--- config.mk ---
export PLATFORM = sky130hd
export DESIGN_NAME = voice_gen
export DESIGN_NICKNAME = d
export VERILOG_FILES = /design/src/rtl/voice_pkg.sv /design/src/rtl/voice_state_mem.sv /design/src/rtl/voice_gen.sv
export SDC_FILE = /design/constraint.sdc
export NUM_CORES = 2
export LEC_CHECK = 0
export CAP_MARGIN = 5
export CORE_MARGIN = 2
export CORE_UTILIZATION = 40
export DETAILED_ROUTE_END_ITERATION = 10
export DONT_BUFFER_PORTS = 1
export GPL_TIMING_DRIVEN = 0
export PLACE_DENSITY = 0.55
export SLEW_MARGIN = 20
export SYNTH_ARGS = -nofsm -noshare
export SYNTH_HDL_FRONTEND = slang
export SYNTH_SLANG_ARGS = --single-unit
--- constraint.sdc ---
create_clock -name clk_i -period 4.07 [get_ports clk_i]
set_input_delay 1.0175 -clock clk_i [delete_from_list [all_inputs] [get_ports clk_i]]
set_output_delay 1.0175 -clock clk_i [all_outputs]
set_load 0.005 [all_outputs]
--- src/rtl/voice_pkg.sv ---
// Shared types and constants for the time-multiplexed voice generator.
// Holds the handshake FSM states, state widths, LFSR seed and waveform select bits.
package voice_pkg;

    localparam int ACC_W  = 24;
    localparam int LFSR_W = 23;
    localparam int WAVE_W = 10;

    localparam logic [LFSR_W-1:0] LFSR_SEED = 23'h7FFFF8;

    localparam int WAVE_TRI = 0;
    localparam int WAVE_SAW = 1;
    localparam int WAVE_PUL = 2;
    localparam int WAVE_NOI = 3;

    typedef enum logic [1:0] {
        IDLE,
        READ,
        CALC,
        READY
    } state_e;

    // One shift of the 23-bit noise register (taps 22 and 17).
    function automatic logic [LFSR_W-1:0] lfsr_step(input logic [LFSR_W-1:0] l);
        return {l[21:0], l[22] ^ l[17]};
    endfunction

endpackage

--- src/rtl/voice_state_mem.sv ---
// Per-voice persistent state: phase accumulator and noise LFSR.
// One registered read port and one write port; every row resets to its start value.
module voice_state_mem
    import voice_pkg::*;
#(
    parameter int  NUM_VOICES = 16,
    localparam int IDX_W      = $clog2(NUM_VOICES)
) (
    input  logic              clk_i,
    input  logic              rst_ni,
    input  logic              rd_en,
    input  logic [IDX_W-1:0]  rd_addr,
    output logic [ACC_W-1:0]  rd_acc,
    output logic [LFSR_W-1:0] rd_lfsr,
    input  logic              wr_en,
    input  logic [IDX_W-1:0]  wr_addr,
    input  logic [ACC_W-1:0]  wr_acc,
    input  logic [LFSR_W-1:0] wr_lfsr
);

    logic [ACC_W-1:0]  acc_q  [NUM_VOICES];
    logic [LFSR_W-1:0] lfsr_q [NUM_VOICES];

    for (genvar gi = 0; gi < NUM_VOICES; gi++) begin : g_row
        logic [ACC_W-1:0]  acc_reg;
        logic [LFSR_W-1:0] lfsr_reg;

        always_ff @(posedge clk_i or negedge rst_ni) begin
            if (!rst_ni) begin
                acc_reg  <= '0;
                lfsr_reg <= LFSR_SEED;
            end else if (wr_en && (wr_addr == IDX_W'(gi))) begin
                acc_reg  <= wr_acc;
                lfsr_reg <= wr_lfsr;
            end
        end

        assign acc_q[gi]  = acc_reg;
        assign lfsr_q[gi] = lfsr_reg;
    end

    always_ff @(posedge clk_i or negedge rst_ni) begin
        if (!rst_ni) begin
            rd_acc  <= '0;
            rd_lfsr <= LFSR_SEED;
        end else if (rd_en) begin
            rd_acc  <= acc_q[rd_addr];
            rd_lfsr <= lfsr_q[rd_addr];
        end
    end

endmodule

--- src/rtl/voice_gen.sv ---
// Sixteen-voice waveform generator answering the controller's start/ready handshake.
// Each accepted start advances one voice's phase and noise state and returns its sample.
module voice_gen
    import voice_pkg::*;
#(
    parameter int  NUM_VOICES = 16,
    localparam int IDX_W      = $clog2(NUM_VOICES)
) (
    input  logic              clk_i,
    input  logic              rst_ni,
    input  logic              voice_start_i,
    input  logic [IDX_W-1:0]  voice_idx_i,
    input  logic [15:0]       voice_freq_i,
    input  logic [11:0]       voice_pw_i,
    input  logic [3:0]        voice_wave_i,
    output logic              voice_ready_o,
    output logic [WAVE_W-1:0] voice_wave_o
);

    state_e state_reg, state_next;

    logic [IDX_W-1:0]  idx_reg;
    logic [15:0]       freq_reg;
    logic [11:0]       pw_reg;
    logic [3:0]        wave_sel_reg;
    logic              ready_reg;
    logic [WAVE_W-1:0] wave_reg;

    logic [ACC_W-1:0]  rd_acc, acc_new;
    logic [LFSR_W-1:0] rd_lfsr, lfsr_new;
    logic [WAVE_W-1:0] shapes [4];
    logic [WAVE_W-1:0] wave_next;

    voice_state_mem #(
        .NUM_VOICES(NUM_VOICES)
    ) u_state_mem (
        .clk_i  (clk_i),
        .rst_ni (rst_ni),
        .rd_en  (state_reg == READ),
        .rd_addr(idx_reg),
        .rd_acc (rd_acc),
        .rd_lfsr(rd_lfsr),
        .wr_en  (state_reg == CALC),
        .wr_addr(idx_reg),
        .wr_acc (acc_new),
        .wr_lfsr(lfsr_new)
    );

    // Noise advances only when the phase crosses upward through bit 19.
    assign acc_new  = rd_acc + {8'h00, freq_reg};
    assign lfsr_new = (!rd_acc[19] && acc_new[19]) ? lfsr_step(rd_lfsr) : rd_lfsr;

    assign shapes[WAVE_TRI] = acc_new[23] ? ~acc_new[22:13] : acc_new[22:13];
    assign shapes[WAVE_SAW] = acc_new[23:14];
    assign shapes[WAVE_PUL] = (acc_new[23:12] >= pw_reg) ? 10'h3FF : 10'h000;
    assign shapes[WAVE_NOI] = {lfsr_new[22], lfsr_new[20], lfsr_new[16], lfsr_new[13],
                               lfsr_new[11], lfsr_new[7], lfsr_new[4], lfsr_new[2], 2'b00};

    always_comb begin
        wave_next = '1;
        for (int i = 0; i < 4; i++) begin
            if (wave_sel_reg[i]) begin
                wave_next = wave_next & shapes[i];
            end
        end
        if (wave_sel_reg == 4'b0000) begin
            wave_next = '0;
        end
    end

    always_comb begin
        state_next = state_reg;
        unique case (state_reg)
            IDLE:    if (voice_start_i) state_next = READ;
            READ:    state_next = CALC;
            CALC:    state_next = READY;
            READY:   state_next = IDLE;
            default: state_next = IDLE;
        endcase
    end

    always_ff @(posedge clk_i or negedge rst_ni) begin
        if (!rst_ni) begin
            state_reg    <= IDLE;
            idx_reg      <= '0;
            freq_reg     <= '0;
            pw_reg       <= '0;
            wave_sel_reg <= '0;
            ready_reg    <= 1'b0;
            wave_reg     <= '0;
        end else begin
            state_reg <= state_next;
            if (state_reg == IDLE && voice_start_i) begin
                idx_reg      <= voice_idx_i;
                freq_reg     <= voice_freq_i;
                pw_reg       <= voice_pw_i;
                wave_sel_reg <= voice_wave_i;
            end
            ready_reg <= (state_reg == CALC);
            if (state_reg == CALC) begin
                wave_reg <= wave_next;
            end
        end
    end

    assign voice_ready_o = ready_reg;
    assign voice_wave_o  = wave_reg;

endmodule

[Word level (Yosys, flattened, before mapping)]
Index checks and enable logic that the tools add are counted.
Cells by class
  add/sub/neg operators: 1
  order comparisons: 2
  equality and inequality tests: 19
  multiplexer cells: 16
  bitwise operators: 6
  reductions and logical operators: 22
Operators with widths (count)
  $bmux W24 S4: 1
  $bmux W23 S4: 1
  $mux W10: 7
  $mux W23: 3
  $mux W24: 2
  $eq A4 B4 Y1 const B: 8
  $and A10 B10 Y10: 3
  $add A24 B16 Y24: 1
  $logic_and A1 B1 Y1: 18
  $eq A4 B3 Y1 const B: 4
  $ge A12 B12 Y1: 1
  $not A10 Y10: 1
  $eq A4 B2 Y1 const B: 2
  $logic_not A4 Y1: 2
  $pmux W2 S4: 1
  $ge A5 B5 Y1 const B: 1
  $not A4 Y5: 1
  $eq A2 B2 Y1 const B: 2
  $eq A4 B1 Y1 const B: 1
  $eq A2 B1 Y1 const B: 1
  $logic_not A2 Y1: 1
  $mux W2: 1
  $ne A2 B2 Y1 const B: 1
  $logic_not A1 Y1: 1
  $xor A1 B1 Y1: 1
Word-level totals
  register bits: 848
  input port bits: 39
  output and inout bits: 11
  word-level logic and storage cells: 107

[Depth between registers and ports, before layout]
  word-level depth: 11
  gate-level depth with buffers: 19

[Hierarchy]
From an unflattened synthesis, not the netlist that was laid out.
Second synthesis, totals
  cells, all modules: 2508
  area, all modules: 39975.8 um^2
By module, submodules not included
  voice_state_mem: instances 1, cells each 2156, area each 36184.7 um^2
  voice_gen: instances 1, cells each 352, area each 3791.1 um^2

[Least setup slack after synthesis]
Ideal clock, no wire load.
  path type: register to register
  start: register freq_reg[0]
  end: register wave_reg[8] (netlist: voice_wave_o[8])
  library setup time: 0.086 ns
  arrival time: 4.187 ns
  required time: 3.984 ns
  slack: -0.203 ns
  stages on the path, launching flop included: 20
  buffers on the path: 2
  clock period less this slack: 4.273 ns
  cells stage by stage: dfrtp_1 ha_1 fa_1 a21o_1 a221oi_4 o211ai_4 a2111o_1 a21o_1 nand2_2 buf_6 inv_2 ha_1 o21ai_0 o21a_1 o211ai_1 nand2_1 or2_2 buf_1 o32a_1 nor3_1
On the way
  elaborated cells between the ends (all ways): 15
RTL lines
  start: declaration: line voice_gen.sv:23  | logic [15:0] freq_reg;
  start signal: assignment: line voice_gen.sv:95  | freq_reg <= voice_freq_i;
  $add A24 B16 Y24 *: line voice_gen.sv:50  | assign acc_new = rd_acc + {8'h00, freq_reg};
  via acc_new[14]: line voice_gen.sv:29  | logic [ACC_W-1:0] rd_acc, acc_new;
  $ge A12 B12 Y1 *: line voice_gen.sv:55  | assign shapes[WAVE_PUL] = (acc_new[23:12] >= pw_reg) ? 10'h3FF : 10'h000;
  $mux W10 *: line voice_gen.sv:55
  $and A10 B10 Y10 *: line voice_gen.sv:63  | wave_next = wave_next & shapes[i];
  $mux W10 *: line voice_gen.sv:62  | if (wave_sel_reg[i]) begin
  $and A10 B10 Y10: line voice_gen.sv:63
  $mux W10 *: line voice_gen.sv:62
  $mux W10 *: line voice_gen.sv:66  | if (wave_sel_reg == 4'b0000) begin
  end signal: assignment: line voice_gen.sv:101  | wave_reg <= wave_next;
  end: declaration: line voice_gen.sv:27  | logic [WAVE_W-1:0] wave_reg;
Mark *: on every way through the listed nets, which the timed path passes. The rest lies on a longest branch.
A chain may end at the register's enable or synchronous reset.

[Worst setup path after layout]
Same ends and word-level chain as after synthesis.

==> flow_metrics.env <==
export IMPL_status="complete, but fails checks"
export IMPL_failed_checks="negative setup slack"
export IMPL_leakagePower_nw=18.0
export IMPL_pwr_share_comb_pct=37.8
export IMPL_area_growth_pct=15.2
export IMPL_grt_pass1_wl_mm=192
export IMPL_drv_cap=0
export IMPL_finalSetupViolCount=10
export IMPL_period_needed_ns=4.24
export IMPL_clkSinkCount=848
export IMPL_drc=0
export IMPL_cp_cell_sequence="ha_4, fa_2, a21o_1, a221oi_4, buf_12, o211ai_4, a2111o_1, a21o_1, nand2_4, inv_2, ha_4, o21ai_2, o21a_1, o211ai_1, nand2_1, or2_4, o32a_1, nor3_2"
export IMPL_port_buffers=0
export IMPL_synth_cell_type_count=80
export IMPL_fp_dieW_um=315
export IMPL_die_y_um=315
export IMPL_ios=50
export IMPL_setup_ws_ns=-0.167
export IMPL_ff2ff_path_depth=18
export IMPL_clockBufferDepth=3
export IMPL_seq_power_share_pct=37.4
export IMPL_hpwl_mm=86.5
export IMPL_p_switching_mw=13.4
export IMPL_row_count=114
export IMPL_synthArstFlopShare_pct=100
export IMPL_max_stage_delay_ns=0.46
export IMPL_max_freq_mhz=236
export IMPL_drive_gt1_share_pct=27.6
export IMPL_worst_slew_pin_slew_ns=1.22
export IMPL_ant_nets=0
export IMPL_first_iter_violations=2779
export IMPL_yosysSeqAreaShare_pct=56.0
export IMPL_cts_hold_buf=0
export IMPL_worstPathRequired_ns=4.66
export IMPL_rrSetupSlack_ns=-0.17
export IMPL_hold_path_class="in -> async"
export IMPL_fin_nets=3613
export IMPL_syn_area_per_cell_um2=11.4
export IMPL_timing_slew_headroom_pct=18.4
export IMPL_grt_overflow_total=0
export IMPL_ir_worst_vdd_mv=0.387
export IMPL_path_clk_slew_ns=0.07
export IMPL_grt_pass1_vias=28300
export IMPL_arrival_ns=4.82
export IMPL_synth_edf_count=0
export IMPL_clk_insertion_delay_late_ns=0.68
export IMPL_root_buffer="clkbuf_16"
export IMPL_yosys_area_top_type_share_pct=32.9
export IMPL_postSynthCellCount=3405
export IMPL_min_period_over_period_pct=104
export IMPL_drtPass1Iterations=6
export IMPL_die_area_um2=99200
export IMPL_route_met3_wl_mm=8.63
export IMPL_detail_route_wl_per_cell_um=26.1
export IMPL_powerDensity_nw_per_um2=812
export IMPL_sw_frac_of_total_pct=37.1
export IMPL_syn_area_um2=38700
export IMPL_finalHoldViolations=0
export IMPL_vias_per_cell=5.80
export IMPL_core_area_um2=96300
export IMPL_syn_nets=3478
export IMPL_critPathKind="reg -> reg"
export IMPL_fin_skew_ns=0.0330
export IMPL_dr_wl_met2_mm=58.4
export IMPL_cts_inserted_buffers=94
export IMPL_met1_length_mm=56.3
export IMPL_dp_slack_ns=-1.40
export IMPL_synth_area_leaders="dfrtp_1 33%, dfstp_2 23%, mux4_2 14%, nand2_1 7.4%, o21ai_0 7.3%"
export IMPL_grt_start_max_net_pins=849
export IMPL_highest_layer="met5"
export IMPL_final_core_util_pct=46.3
export IMPL_initial_core_util_pct=40.2
export IMPL_cp_max_fo=8
export IMPL_largest_reg_flops=384
export IMPL_ys_ff_latch=848
export IMPL_worst_setup_path_start_kind="register"
export IMPL_crit_slowest_cell="a2111o_1"
export IMPL_antenna_found_initial=6
export IMPL_drv_slew=0
export IMPL_intPower_mw=22.8
export IMPL_gp_congestion=0.911
export IMPL_synth_top_flop_cell="dfrtp_1"
export IMPL_htree_levels=3
export IMPL_num_vias=28400
export IMPL_routed_wl_mm=128
export IMPL_rsz0062_at_grt="yes"
export IMPL_p_clk_share_pct=24.9
export IMPL_cts_tree="built"
export IMPL_grtUsageTotal_pct=26.2
export IMPL_yosys_warnings=0
export IMPL_endpoint_kind="register"
export IMPL_yosysTopAreaCell="dfrtp_1"
## power groups by stage
stage | registers [mW] | logic [mW] | clock network, mW
global route | 13.8 | 14.8 | 9.47
finish | 13.5 | 13.7 | 9.00
CTS | 13.5 | 13.2 | 9.11
floorplan | 13.0 | 8.81 | 0
global placement | 13.4 | 12.6 | 0
detailed placement | 13.5 | 12.8 | 0
## cell usage in the layout (no fill, tap or decap), drive strengths merged, types with 21 or more instances in the layout
cell type | Yosys | final
nand2 | 762 | 762
o21ai | 664 | 664
dfrtp | 508 | 508
clkbuf | 240 | 385
dfstp | 340 | 340
mux4 | 235 | 235
a21oi | 116 | 116
nor2 | 105 | 105
mux2 | 91 | 91
buf | 53 | 90
inv | 36 | 37
ha | 33 | 33
mux2i | 24 | 24
nand3 | 22 | 22
clkinv | 0 | 21
## critical path, delay by kind of cell (launching register included)
kind / cells / cell delay, ns
buffers and inverters: 2 / 0.21
AOI/OAI and AO/OA: 9 / 2.08
adders and majority gates: 3 / 0.81
and+or+nand+nor: 4 / 0.61
DFF: 1 / 0.42
## layout make-up
cell class	count	area [µm²]
clock inverter	32	443
tap	1276	1600
antenna	4	10.0
timing repair buffer	42	493
inverter	36	135
multi-input combinational	2229	16200
fill	9001	51700
sequential	848	21600
buffer	289	1210
clock buffer	144	2860
## synthesized netlist by cell type (7+ instances only)
library cell	count
nand2_1	761
o21ai_0	564
dfrtp_1	508
dfstp_2	340
clkbuf_1	240
mux4_2	235
a21oi_1	115
nor2_1	103
o21ai_1	100
mux2_2	90
buf_2	33
ha_1	33
inv_1	32
mux2i_1	24
nand3_1	21
buf_1	18
nand4_1	18
nor3_1	15
or3_1	13
xnor2_1	11
a21o_1	9
a211o_1	8
nand2b_1	7
xor2_1	7
## per-layer routing
metal | up-vias | GRT usage, %
li1 | 12300 | -
met1 | 14900 | 38.2
met2 | 1002 | 40.3
met3 | 227 | 4.15
met4 | 2 | 8.31
met5 | - | 0
## per-stage QoR
| step | setup TNS, ns | hold slack (ns) | std cells | instance area, µm² | power, mW |
|---|---|---|---|---|---|
| after floorplan | -0.175 | 0.441 | 3405 | 38700 | 21.8 |
| after global placement | -487.96 | 0.456 | 4681 | 40300 | 26.0 |
| after detailed placement | -289.92 | 0.459 | 4684 | 40300 | 26.3 |
| after CTS | -0.443 | 0.0461 | 4881 | 44100 | 35.8 |
| after global routing | -2.09 | 0.00854 | 4896 | 44500 | 38.1 |
| final | -0.978 | 0.0370 | 4900 | 44500 | 36.2 |
## path summary, 6_finish.rpt
kind | from | endpoint
setup / recovery | freq_reg[0]$_DFFE_PN0P_ | voice_wave_o[8]$_DFFE_PN0P_
hold / removal | rst_ni | u_state_mem.g_row[0].acc_reg[20]$_DFFE_PN0P_
setup reg to reg | freq_reg[0]$_DFFE_PN0P_ | voice_wave_o[8]$_DFFE_PN0P_
hold reg to reg | u_state_mem.g_row[3].acc_reg[0]$_DFFE_PN0P_ | u_state_mem.g_row[3].acc_reg[0]$_DFFE_PN0P_
max in group asynchronous | rst_ni | u_state_mem.g_row[10].acc_reg[0]$_DFFE_PN0P_
min in group clk_i | u_state_mem.g_row[3].acc_reg[0]$_DFFE_PN0P_ | u_state_mem.g_row[3].acc_reg[0]$_DFFE_PN0P_
## kinds of logic (layout without fill, tap and decap cells)
group | Yosys count | after routing | synth area share, %
flops | 848 | 848 | 56.0
buf+inv | 329 | 543 | 3.34
other cells | 0 | 4 | 0
simple gates | 975 | 975 | 10.2
compound gates | 849 | 850 | 11.9
fa+ha+maj | 34 | 34 | 1.12
xor+xnor | 20 | 20 | 0.492
mux | 350 | 350 | 17.0
## repair_timing
action                     4_1_cts  5_1_grt
pin swaps                       20        1
setup endpoints to repair      392      160
cloned                           1        0
buffers inserted                24        9
resized for setup               66       51
(Power assumes the default switching activity.)
